**config.mk**
```make
export PLATFORM = sky130hd
export DESIGN_NAME = lemming_dig_arbiter
export DESIGN_NICKNAME = d
export VERILOG_FILES = /design/src/rtl/lemming_dig_arbiter.sv
export SDC_FILE = /design/constraint.sdc
export NUM_CORES = 1
export LEC_CHECK = 0
export BUFFER_PORTS_ARGS = -buffer_cell sky130_fd_sc_hd__buf_2
export CORE_MARGIN = 2
export CORE_UTILIZATION = 25
export CTS_CLUSTER_SIZE = 16
export DETAILED_ROUTE_END_ITERATION = 8
export SLEW_MARGIN = 20
export SYNTH_ARGS = -nofsm -noshare
export SYNTH_HDL_FRONTEND = slang
export SYNTH_SLANG_ARGS = --single-unit
```
**constraint.sdc**
```tcl
create_clock -name clk -period 2.17 [get_ports clk]
set_input_delay 0.217 -clock clk [delete_from_list [all_inputs] [get_ports clk]]
set_output_delay 0.217 -clock clk [all_outputs]
set_load 0.01 [all_outputs]
```
**src/rtl/lemming_dig_arbiter.sv**
```systemverilog
// ---------------------------------------------------------------------------
// lemming_dig_arbiter
//
// Shares the level's single dig skill among NUM_LEMMINGS lemming walker FSMs.
// A player dig request for lemming i only counts if that lemming is eligible
// (walking on ground). Valid requests are granted round-robin. Each grant
// sends a one-cycle dig pulse, uses one unit of a finite dig budget, and is
// followed by COOLDOWN idle cycles.
//
// Ports:
//   clk          in   rising-edge clock
//   areset_n     in   asynchronous active-low reset
//   req          in   [NUM_LEMMINGS] level dig request per lemming
//   eligible     in   [NUM_LEMMINGS] lemming is walking with ground under it
//   budget_load  in   load budget from budget_value at the next edge
//   budget_value in   [BUDGET_W] budget load value
//   dig          out  [NUM_LEMMINGS] one-hot dig pulse (or all zero)
//   grant_id     out  [clog2(NUM_LEMMINGS)] index of the most recent grant
//   busy         out  high while in GRANT or COOLDOWN
//   budget       out  [BUDGET_W] remaining digs
//   denied       out  a valid request was refused because the budget is 0
// ---------------------------------------------------------------------------
module lemming_dig_arbiter #(
  parameter int NUM_LEMMINGS = 4,
  parameter int BUDGET_W     = 4,
  parameter int COOLDOWN     = 3,
  localparam int IDW         = (NUM_LEMMINGS > 1) ? $clog2(NUM_LEMMINGS) : 1
) (
  input  logic                    clk,
  input  logic                    areset_n,
  input  logic [NUM_LEMMINGS-1:0] req,
  input  logic [NUM_LEMMINGS-1:0] eligible,
  input  logic                    budget_load,
  input  logic [BUDGET_W-1:0]     budget_value,
  output logic [NUM_LEMMINGS-1:0] dig,
  output logic [IDW-1:0]          grant_id,
  output logic                    busy,
  output logic [BUDGET_W-1:0]     budget,
  output logic                    denied
);

  typedef enum logic [1:0] {
    ST_IDLE  = 2'd0,
    ST_GRANT = 2'd1,
    ST_COOL  = 2'd2
  } state_e;

  // Cooldown counter start value; unused when COOLDOWN is zero.
  localparam logic [3:0] CD_INIT = (COOLDOWN > 0) ? 4'(COOLDOWN - 1) : 4'd0;
  localparam logic [IDW-1:0] LAST_IDX = IDW'(NUM_LEMMINGS - 1);

  state_e                  state_q;
  logic [NUM_LEMMINGS-1:0] dig_q;
  logic [IDW-1:0]          grant_id_q;
  logic [IDW-1:0]          ptr_q;
  logic                    busy_q;
  logic [BUDGET_W-1:0]     budget_q;
  logic [BUDGET_W-1:0]     budget_d;
  logic                    denied_q;
  logic [3:0]              cnt_q;

  logic [NUM_LEMMINGS-1:0] valid_s;
  logic                    pick_found_s;
  logic [IDW-1:0]          pick_idx_s;
  logic [IDW-1:0]          ptr_d;
  logic [NUM_LEMMINGS-1:0] onehot_s;
  logic                    grant_s;

  // Round-robin search: first set bit of v at or after ptr, wrapping.
  // Scanning from the farthest offset down lets the nearest hit win last.
  // Returns {found, index}.
  function automatic logic [IDW:0] rr_pick(input logic [NUM_LEMMINGS-1:0] v,
                                           input logic [IDW-1:0]          ptr);
    logic [IDW:0] res;
    int           idx;
    res = '0;
    for (int k = NUM_LEMMINGS - 1; k >= 0; k--) begin
      idx = int'(ptr) + k;
      if (idx >= NUM_LEMMINGS) begin
        idx = idx - NUM_LEMMINGS;
      end
      if (v[idx]) begin
        res = {1'b1, idx[IDW-1:0]};
      end
    end
    return res;
  endfunction

  // Request qualification, round-robin pick and budget next-state.
  always_comb begin
    valid_s                    = req & eligible;
    {pick_found_s, pick_idx_s} = rr_pick(valid_s, ptr_q);
    grant_s  = (state_q == ST_IDLE) && pick_found_s && (budget_q != '0);
    onehot_s = {{(NUM_LEMMINGS-1){1'b0}}, 1'b1} << pick_idx_s;
    if (pick_idx_s == LAST_IDX) begin
      ptr_d = '0;
    end else begin
      ptr_d = pick_idx_s + 1'b1;
    end
    // A load wins over a same-cycle grant decrement; the grant still happens.
    if (budget_load) begin
      budget_d = budget_value;
    end else if (grant_s) begin
      budget_d = budget_q - 1'b1;
    end else begin
      budget_d = budget_q;
    end
  end

  // Arbiter FSM with registered outputs.
  always_ff @(posedge clk or negedge areset_n) begin
    if (!areset_n) begin
      state_q    <= ST_IDLE;
      dig_q      <= '0;
      grant_id_q <= '0;
      ptr_q      <= '0;
      busy_q     <= 1'b0;
      budget_q   <= '0;
      denied_q   <= 1'b0;
      cnt_q      <= 4'd0;
    end else begin
      budget_q <= budget_d;
      case (state_q)
        ST_IDLE: begin
          if (grant_s) begin
            state_q    <= ST_GRANT;
            grant_id_q <= pick_idx_s;
            ptr_q      <= ptr_d;
            dig_q      <= onehot_s;
            busy_q     <= 1'b1;
            denied_q   <= 1'b0;
          end else begin
            // Outside a grant, a found request can only mean budget is 0.
            state_q  <= ST_IDLE;
            dig_q    <= '0;
            busy_q   <= 1'b0;
            denied_q <= pick_found_s;
          end
        end
        ST_GRANT: begin
          dig_q    <= '0;
          denied_q <= 1'b0;
          if (COOLDOWN == 0) begin
            state_q <= ST_IDLE;
            busy_q  <= 1'b0;
          end else begin
            state_q <= ST_COOL;
            cnt_q   <= CD_INIT;
            busy_q  <= 1'b1;
          end
        end
        ST_COOL: begin
          dig_q    <= '0;
          denied_q <= 1'b0;
          if (cnt_q == 4'd0) begin
            state_q <= ST_IDLE;
            busy_q  <= 1'b0;
          end else begin
            cnt_q  <= cnt_q - 4'd1;
            busy_q <= 1'b1;
          end
        end
        default: begin
          state_q  <= ST_IDLE;
          dig_q    <= '0;
          busy_q   <= 1'b0;
          denied_q <= 1'b0;
          cnt_q    <= 4'd0;
        end
      endcase
    end
  end

  assign dig      = dig_q;
  assign grant_id = grant_id_q;
  assign busy     = busy_q;
  assign budget   = budget_q;
  assign denied   = denied_q;

endmodule

```
==> results of run 1 <==
-- final cells by class --
type / instances / area, um^2
multi-input cells: 79 / 581
repair buffers: 29 / 155
inverters: 12 / 45.0
well taps: 52 / 65.1
flip-flops and latches: 20 / 500
fillers: 469 / 2980
clock buffers: 4 / 55.1
-- placed cells by master (no fill, tap or decap), types with 3 or more instances in the layout --
master	netlist	final
and2_1	5	5
nor3_1	4	4
nand2_1	6	6
nand3_1	5	5
a21oi_1	6	6
buf_2	0	26
inv_1	12	12
nor2_1	5	5
mux2i_1	3	3
clkbuf_8	0	4
dfrtp_1	20	20
nand2b_1	6	6
o21ai_0	7	7
ha_1	11	11
-- registers in the layout (all words and copies together), names as in the netlist --
register / count
denied: 1
busy: 1
cnt_q: 4
state_q: 2
ptr_q: 2
grant_id: 2
budget: 4
dig: 4
-- logic make-up after synthesis --
group | after synthesis
XOR/XNOR | 1
adder cells (fa/ha/maj) | 11
AND/OR/NAND/NOR | 35
AO/OA/AOI/OAI | 27
multiplexers | 5
buffers and inverters | 14
flip-flops | 20
-- worst reg2reg max path, stage by stage (launching register included) --
cell      delay (ps)
dfrtp_1          400
inv_1             60
ha_1             230
nor3b_2          180
a211oi_2         240
buf_4            190
mux2_2           330
-- worst max-delay path by stage --
| stage | endpoint | slack (ps) | cells after the start |
|---|---|---|---|
| after floorplan | grant_id[0] | 450 | 6 |
| after global placement | grant_id[0] | 410 | 6 |
| after detailed placement | grant_id[0] | 420 | 6 |
| after CTS | ptr_q[1] | 390 | 6 |
| after global routing | grant_id[0] | 290 | 6 |
| final | ptr_q[1] | 410 | 6 |
-- per-stage QoR --
stage,util (%),power [mW],std cells
2_1_floorplan,-,1.09,113
3_3_place_gp,30.5,1.28,191
3_5_place_dp,30.5,1.29,191
4_1_cts,32.0,1.57,196
5_1_grt,32.0,1.70,196
6_report,32.0,1.55,196
-- routing by layer --
| metal | GRT usage, % | vias to the layer above |
|---|---|---|
| met4 | 2.31 | 0 |
| li1 | - | 454 |
| met1 | 12.7 | 385 |
| met3 | 3.23 | 2 |
| met2 | 12.6 | 28 |
| met5 | 0 | - |
-- report_power, final --
| part | total (mW) | internal [mW] | switching [mW] |
|---|---|---|---|
| combinational | 0.690 | 0.312 | 0.377 |
| clock | 0.278 | 0.161 | 0.117 |
| sequential | 0.584 | 0.496 | 0.0887 |
| total | 1.55 | 0.969 | 0.583 |
==> flow_metrics.env, run 1 <==
export IMPL_outcome="finished clean"
export IMPL_wl_per_cell_um=10.6
export IMPL_rsz0062_at_grt="no"
export IMPL_worstPathCellList="inv_1, ha_1, nor3b_2, a211oi_2, buf_4, mux2_2"
export IMPL_ioPinCount=27
export IMPL_routedLengthMet1_mm=1.09
export IMPL_async_flop_share_pct=100
export IMPL_hold_viol=0
export IMPL_synthAdderAreaFrac_pct=12.1
export IMPL_synth_commonest_cells="dfrtp_1, inv_1, ha_1"
export IMPL_syn2layout_area_growth_pct=22.8
export IMPL_cts_reportedPaths_clkPinSlew_ps=70
export IMPL_r2r_slack_ps=410
export IMPL_crit_family="flip-flops"
export IMPL_ys_warn_count=0
export IMPL_slew_viol_final=0
export IMPL_first_pass_iters=4
export IMPL_synthMuxAreaShare_pct=4.61
export IMPL_netlist_area_leader_share_pct=43.9
export IMPL_grt_overflow=0
export IMPL_synthXorXnorAreaFrac_pct=0.768
export IMPL_cts_buffers=3
export IMPL_fp_row_count=24
export IMPL_antenna_found_initial=0
export IMPL_end_kind="flop"
export IMPL_max_slew_margin_rel_pct=71.1
export IMPL_fin_nets=171
export IMPL_synth_area_leaders="dfrtp_1, ha_1, inv_1"
export IMPL_rr_worst_depth=6
export IMPL_critPathBufInv=2
export IMPL_cts_tree="yes"
export IMPL_holdWs_ps=170
export IMPL_setup_slack_ps=412
export IMPL_routed_wl_mm=2.07
export IMPL_synth_nets=139
export IMPL_drv_cap=0
export IMPL_place_area_um2=1340
export IMPL_hold_depth=3
export IMPL_clk_path_buf_depth=2
export IMPL_synth_edf_count=0
export IMPL_clock_sinks=20
export IMPL_p_leak_nw=0.706
export IMPL_clk_latency_ps=250
export IMPL_grt_pass1_wl_mm=3.66
export IMPL_die_area_um2=5120
export IMPL_ant_nets=0
export IMPL_die_h_um=71.6
export IMPL_avgSynthCellArea_um2=10.1
export IMPL_period_share_pct=81.0
export IMPL_die_w_um=71.6
export IMPL_syn_cell_area_um2=1140
export IMPL_powerDensity_nw_per_um2=1110
export IMPL_drc=0
export IMPL_tightest_slew_ps=433
export IMPL_postCtsSetupBuffers=0
export IMPL_reg2reg_from="budget[0]"
export IMPL_fmax_mhz=569
export IMPL_gp_congestion=0.786
export IMPL_synth_most_common_cell="dfrtp_1"
export IMPL_grt_start_max_net_pins=21
export IMPL_vias_per_cell=4.43
export IMPL_yosys_area_share_simple_pct=16.6
export IMPL_hold_end="budget[0]"
export IMPL_met2_length_um=769
export IMPL_drt_iter0_drc=51
export IMPL_setup_viol=0
export IMPL_synth_ff_type="dfrtp_1"
export IMPL_yosysSeqAreaShare_pct=43.9
export IMPL_core_um2=4380
export IMPL_worstPathArrival_ps=1900
export IMPL_required_ps=2310
export IMPL_crit_type="reg2reg"
export IMPL_synth_top_family_by_area="compound AO/OA/AOI/OAI gates"
export IMPL_hold_class="in2reg"
export IMPL_grt_use_total_pct=8.85
export IMPL_slowest_stage="dfrtp_1"
export IMPL_io_buffers=26
export IMPL_holdCritStartpoint="budget_value[0]"
export IMPL_postCtsHoldBufs=1
export IMPL_vias=869
export IMPL_fin_area_um2=1400
export IMPL_pre_cts_slack_ps=418
export IMPL_critPathMaxFanout=9
export IMPL_critPathLaunch="budget[0]"
export IMPL_finalCriticalPeriod_ps=1760
export IMPL_drive_gt1_share_pct=27.1
export IMPL_startpoint_type="flop"
export IMPL_dpl_hpwl_mm=1.68
export IMPL_wl_met3_um=191
export IMPL_skew_ps=0.893
export IMPL_cpPeakStageDelay_ps=400
export IMPL_initial_core_util_pct=26.0
export IMPL_synth_seq_cells=20
export IMPL_setup_tns_ps=0
export IMPL_ir_worst_vdd_v=0.000466
export IMPL_htree_levels=1
export IMPL_cts_root_buf="clkbuf_8"
export IMPL_maxUsedRoutingLayer="met4"
export IMPL_r2r_end="ptr_q[1]"
export IMPL_synth_compound_area_share_pct=16.9
export IMPL_cts_repair_resized=0
export IMPL_diodes=0
export IMPL_synthDistinctLibCells=31
export IMPL_yosys_area_top_type="dfrtp_1"
export IMPL_syn_inst=113
export IMPL_grt_pass1_vias=819
(Power assumes the default switching activity.)
==> run 2, diff against run 1 <==
--- a/config.mk
+++ b/config.mk
@@ -5,6 +5,7 @@
 export SDC_FILE = /design/constraint.sdc
 export NUM_CORES = 1
 export LEC_CHECK = 0
+export ABC_AREA = 1
 export BUFFER_PORTS_ARGS = -buffer_cell sky130_fd_sc_hd__buf_2
 export CORE_MARGIN = 2
 export CORE_UTILIZATION = 25
==> constraint.sdc (replaced) <==
create_clock -name clk -period 1.7 [get_ports clk]
set_input_delay 0.17 -clock clk [delete_from_list [all_inputs] [get_ports clk]]
set_output_delay 0.17 -clock clk [all_outputs]
set_load 0.01 [all_outputs]
==> flow_metrics.env, run 2 <==
export IMPL_vias=1146
export IMPL_syn_cell_area_um2=1280
export IMPL_dpl_hpwl_mm=1.90
export IMPL_initial_core_util_pct=25.5
export IMPL_final_cell_mix="nand2_1, buf_2, inv_1"
export IMPL_grt_use_total_pct=9.21
export IMPL_synth_edf_count=0
export IMPL_drt_iter0_drc=34
export IMPL_p_leak_nw=0.934
export IMPL_startpoint_type="flop"
export IMPL_die_h_um=75.7
export IMPL_gp_congestion=0.784
export IMPL_syn2layout_area_growth_pct=38.4
export IMPL_crit_type="reg2reg"
export IMPL_yosysSeqAreaShare_pct=38.9
export IMPL_fillers=530
export IMPL_multiInputGateArea_um2=764
export IMPL_p_int_mw=1.81
export IMPL_ant_nets=0
export IMPL_synth_area_leaders="dfrtp_1, nand2_1, ha_1"
export IMPL_antenna_found_initial=0
export IMPL_p_seq_share_pct=25.8
export IMPL_max_slew_margin_rel_pct=70.5
export IMPL_wl_per_cell_um=9.28
export IMPL_slew_viol_final=0
export IMPL_fin_area_um2=1780
export IMPL_avgSynthCellArea_um2=7.60
export IMPL_end_kind="flop"
export IMPL_powerDensity_nw_per_um2=1860
export IMPL_fp_row_count=26
export IMPL_tightest_slew_ps=442
export IMPL_die_area_um2=5730
export IMPL_fmax_mhz=611
export IMPL_seq_area_um2=502
export IMPL_power_frac_clock_pct=10.9
export IMPL_cts_reportedPaths_clkPinSlew_ps=80
export IMPL_combPwrFrac_pct=63.4
export IMPL_finalCriticalPeriod_ps=1640
export IMPL_hold_viol=0
export IMPL_synth_most_common_cell="nand2_1"
export IMPL_ys_warn_count=0
export IMPL_synthDistinctLibCells=24
export IMPL_fin_nets=237
export IMPL_async_flop_share_pct=100
export IMPL_vias_per_cell=4.09
export IMPL_grt_pass1_wl_mm=4.07
export IMPL_core_um2=5040
export IMPL_holdWs_ps=217
export IMPL_rsz0062_at_grt="yes"
export IMPL_htree_levels=1
export IMPL_setup_viol=0
export IMPL_cts_buffers=3
export IMPL_setup_tns_ps=0
export IMPL_ir_worst_vdd_v=0.000450
export IMPL_final_common_cell="nand2_1"
export IMPL_clk_path_buf_depth=2
export IMPL_outcome="finished clean"
export IMPL_synth_ff_type="dfrtp_1"
export IMPL_die_w_um=75.7
export IMPL_required_ps=1850
export IMPL_netlist_area_leader_share_pct=38.9
export IMPL_synth_commonest_cells="nand2_1, inv_1, dfrtp_1"
export IMPL_clk_latency_ps=260
export IMPL_io_buffers=26
export IMPL_skew_ps=6.48
export IMPL_sw_frac_of_total_pct=45.2
export IMPL_synth_nets=195
export IMPL_place_area_um2=1550
export IMPL_clock_sinks=20
export IMPL_drive_gt1_share_pct=39.0
export IMPL_cts_tree="yes"
export IMPL_yosys_area_top_type="dfrtp_1"
export IMPL_syn_inst=169
export IMPL_grt_overflow=0
export IMPL_synth_seq_cells=20
export IMPL_diodes=0
export IMPL_grt_start_max_net_pins=21
export IMPL_first_pass_iters=5
export IMPL_ioPinCount=27
export IMPL_routed_wl_mm=2.60
export IMPL_drc=0
export IMPL_drv_cap=0
export IMPL_critPathMaxFanout=6
export IMPL_worstPathArrival_ps=1790
export IMPL_cts_root_buf="clkbuf_8"
export IMPL_hold_class="in2reg"
export IMPL_grt_pass1_vias=1007
export IMPL_period_share_pct=96.2
export IMPL_switching_power_mw=1.49
==> run 2: cell types whose count changed after synthesis, sizes merged, moves of 5 or more <==
cell / previous run / this run
inv: 12 / 29
nand2b: 6 / 0
and2: 5 / 0
nor2: 5 / 12
nand3: 5 / 12
o21ai: 8 / 15
nand2: 6 / 51
==> run 2: power by group through the flow <==
stage | logic, mW | clock network [mW] | registers (mW)
after floorplan | 1.20 | 0 | 0.861
after global placement | 1.67 | 0 | 0.848
after detailed placement | 1.68 | 0 | 0.849
after CTS | 1.69 | 0.374 | 0.843
after global routing | 2.37 | 0.388 | 0.880
final | 2.09 | 0.359 | 0.852
==> run 2: cell type report <==
| class | count | area share (%) |
|---|---|---|
| multi-input combinational | 116 | 43.0 |
| sequential | 20 | 28.2 |
| timing repair buffer | 41 | 14.6 |
| inverter | 29 | 6.12 |
| tap | 70 | 4.93 |
| clock buffer | 4 | 3.10 |
==> run 2: worst max-delay path, cell delays in order, from the launching register on <==
cell	delay, ps
dfrtp_2	480
buf_6	150
xnor2_2	160
nand2_2	80
nand3_2	90
nand2_2	60
nand2_2	90
nand2_4	80
ha_4	240
nand2_2	50
o21ai_1	50
==> run 2: what timing repair did <==
action,in CTS,in global routing
endpoints found under the hold margin,20,0
hold buffers,1,0
pin swaps,0,11
endpoints found under the setup margin,1,9
gates resized for setup,1,40
setup buffers,0,4
==> run 2: path summary, 6_finish.rpt <==
check / cells after the start / start / end / slack [ps]
max: 10 / ptr_q[0] / ptr_q[1] / 60
min: 5 / budget_value[2] / budget[2] / 220
max reg2reg: 10 / ptr_q[0] / ptr_q[1] / 60
min reg2reg: 2 / grant_id[0] / grant_id[0] / 480
max in group asynchronous: 2 / areset_n / ptr_q[0] / 980
min in group asynchronous: 2 / areset_n / budget[2] / 390
==> run 2: cells by family after synthesis <==
| logic type | Yosys count | share of synthesized area, % |
|---|---|---|
| AND/OR/NAND/NOR | 81 | 27.6 |
| XOR/XNOR | 5 | 3.41 |
| AO/OA/AOI/OAI | 19 | 8.47 |
| flip-flops | 20 | 38.9 |
| buffers and inverters | 33 | 10.9 |
| adder cells (fa/ha/maj) | 11 | 10.7 |
==> run 2: per-stage QoR <==
step           worst slack [ps]  util (%)  power (mW)  cells
2_1_floorplan               141         -        2.07    169
3_3_place_gp               19.1      30.7        2.51    271
3_5_place_dp               12.8      30.7        2.53    271
4_1_cts                    19.3      32.0        2.91    276
5_1_grt                   -27.3      35.3        3.64    280
6_report                   64.5      35.3        3.31    280
==> run 2: per-layer routing <==
metal	part of all wire, %	global-route usage (%)	wire, um	vias up
li1	-	-	-	607
met1	45	10.8	1160	519
met2	51	16.2	1340	18
met3	2.8	1.72	72	2
met4	1.0	4.09	27	0
met5	0	0	0	-
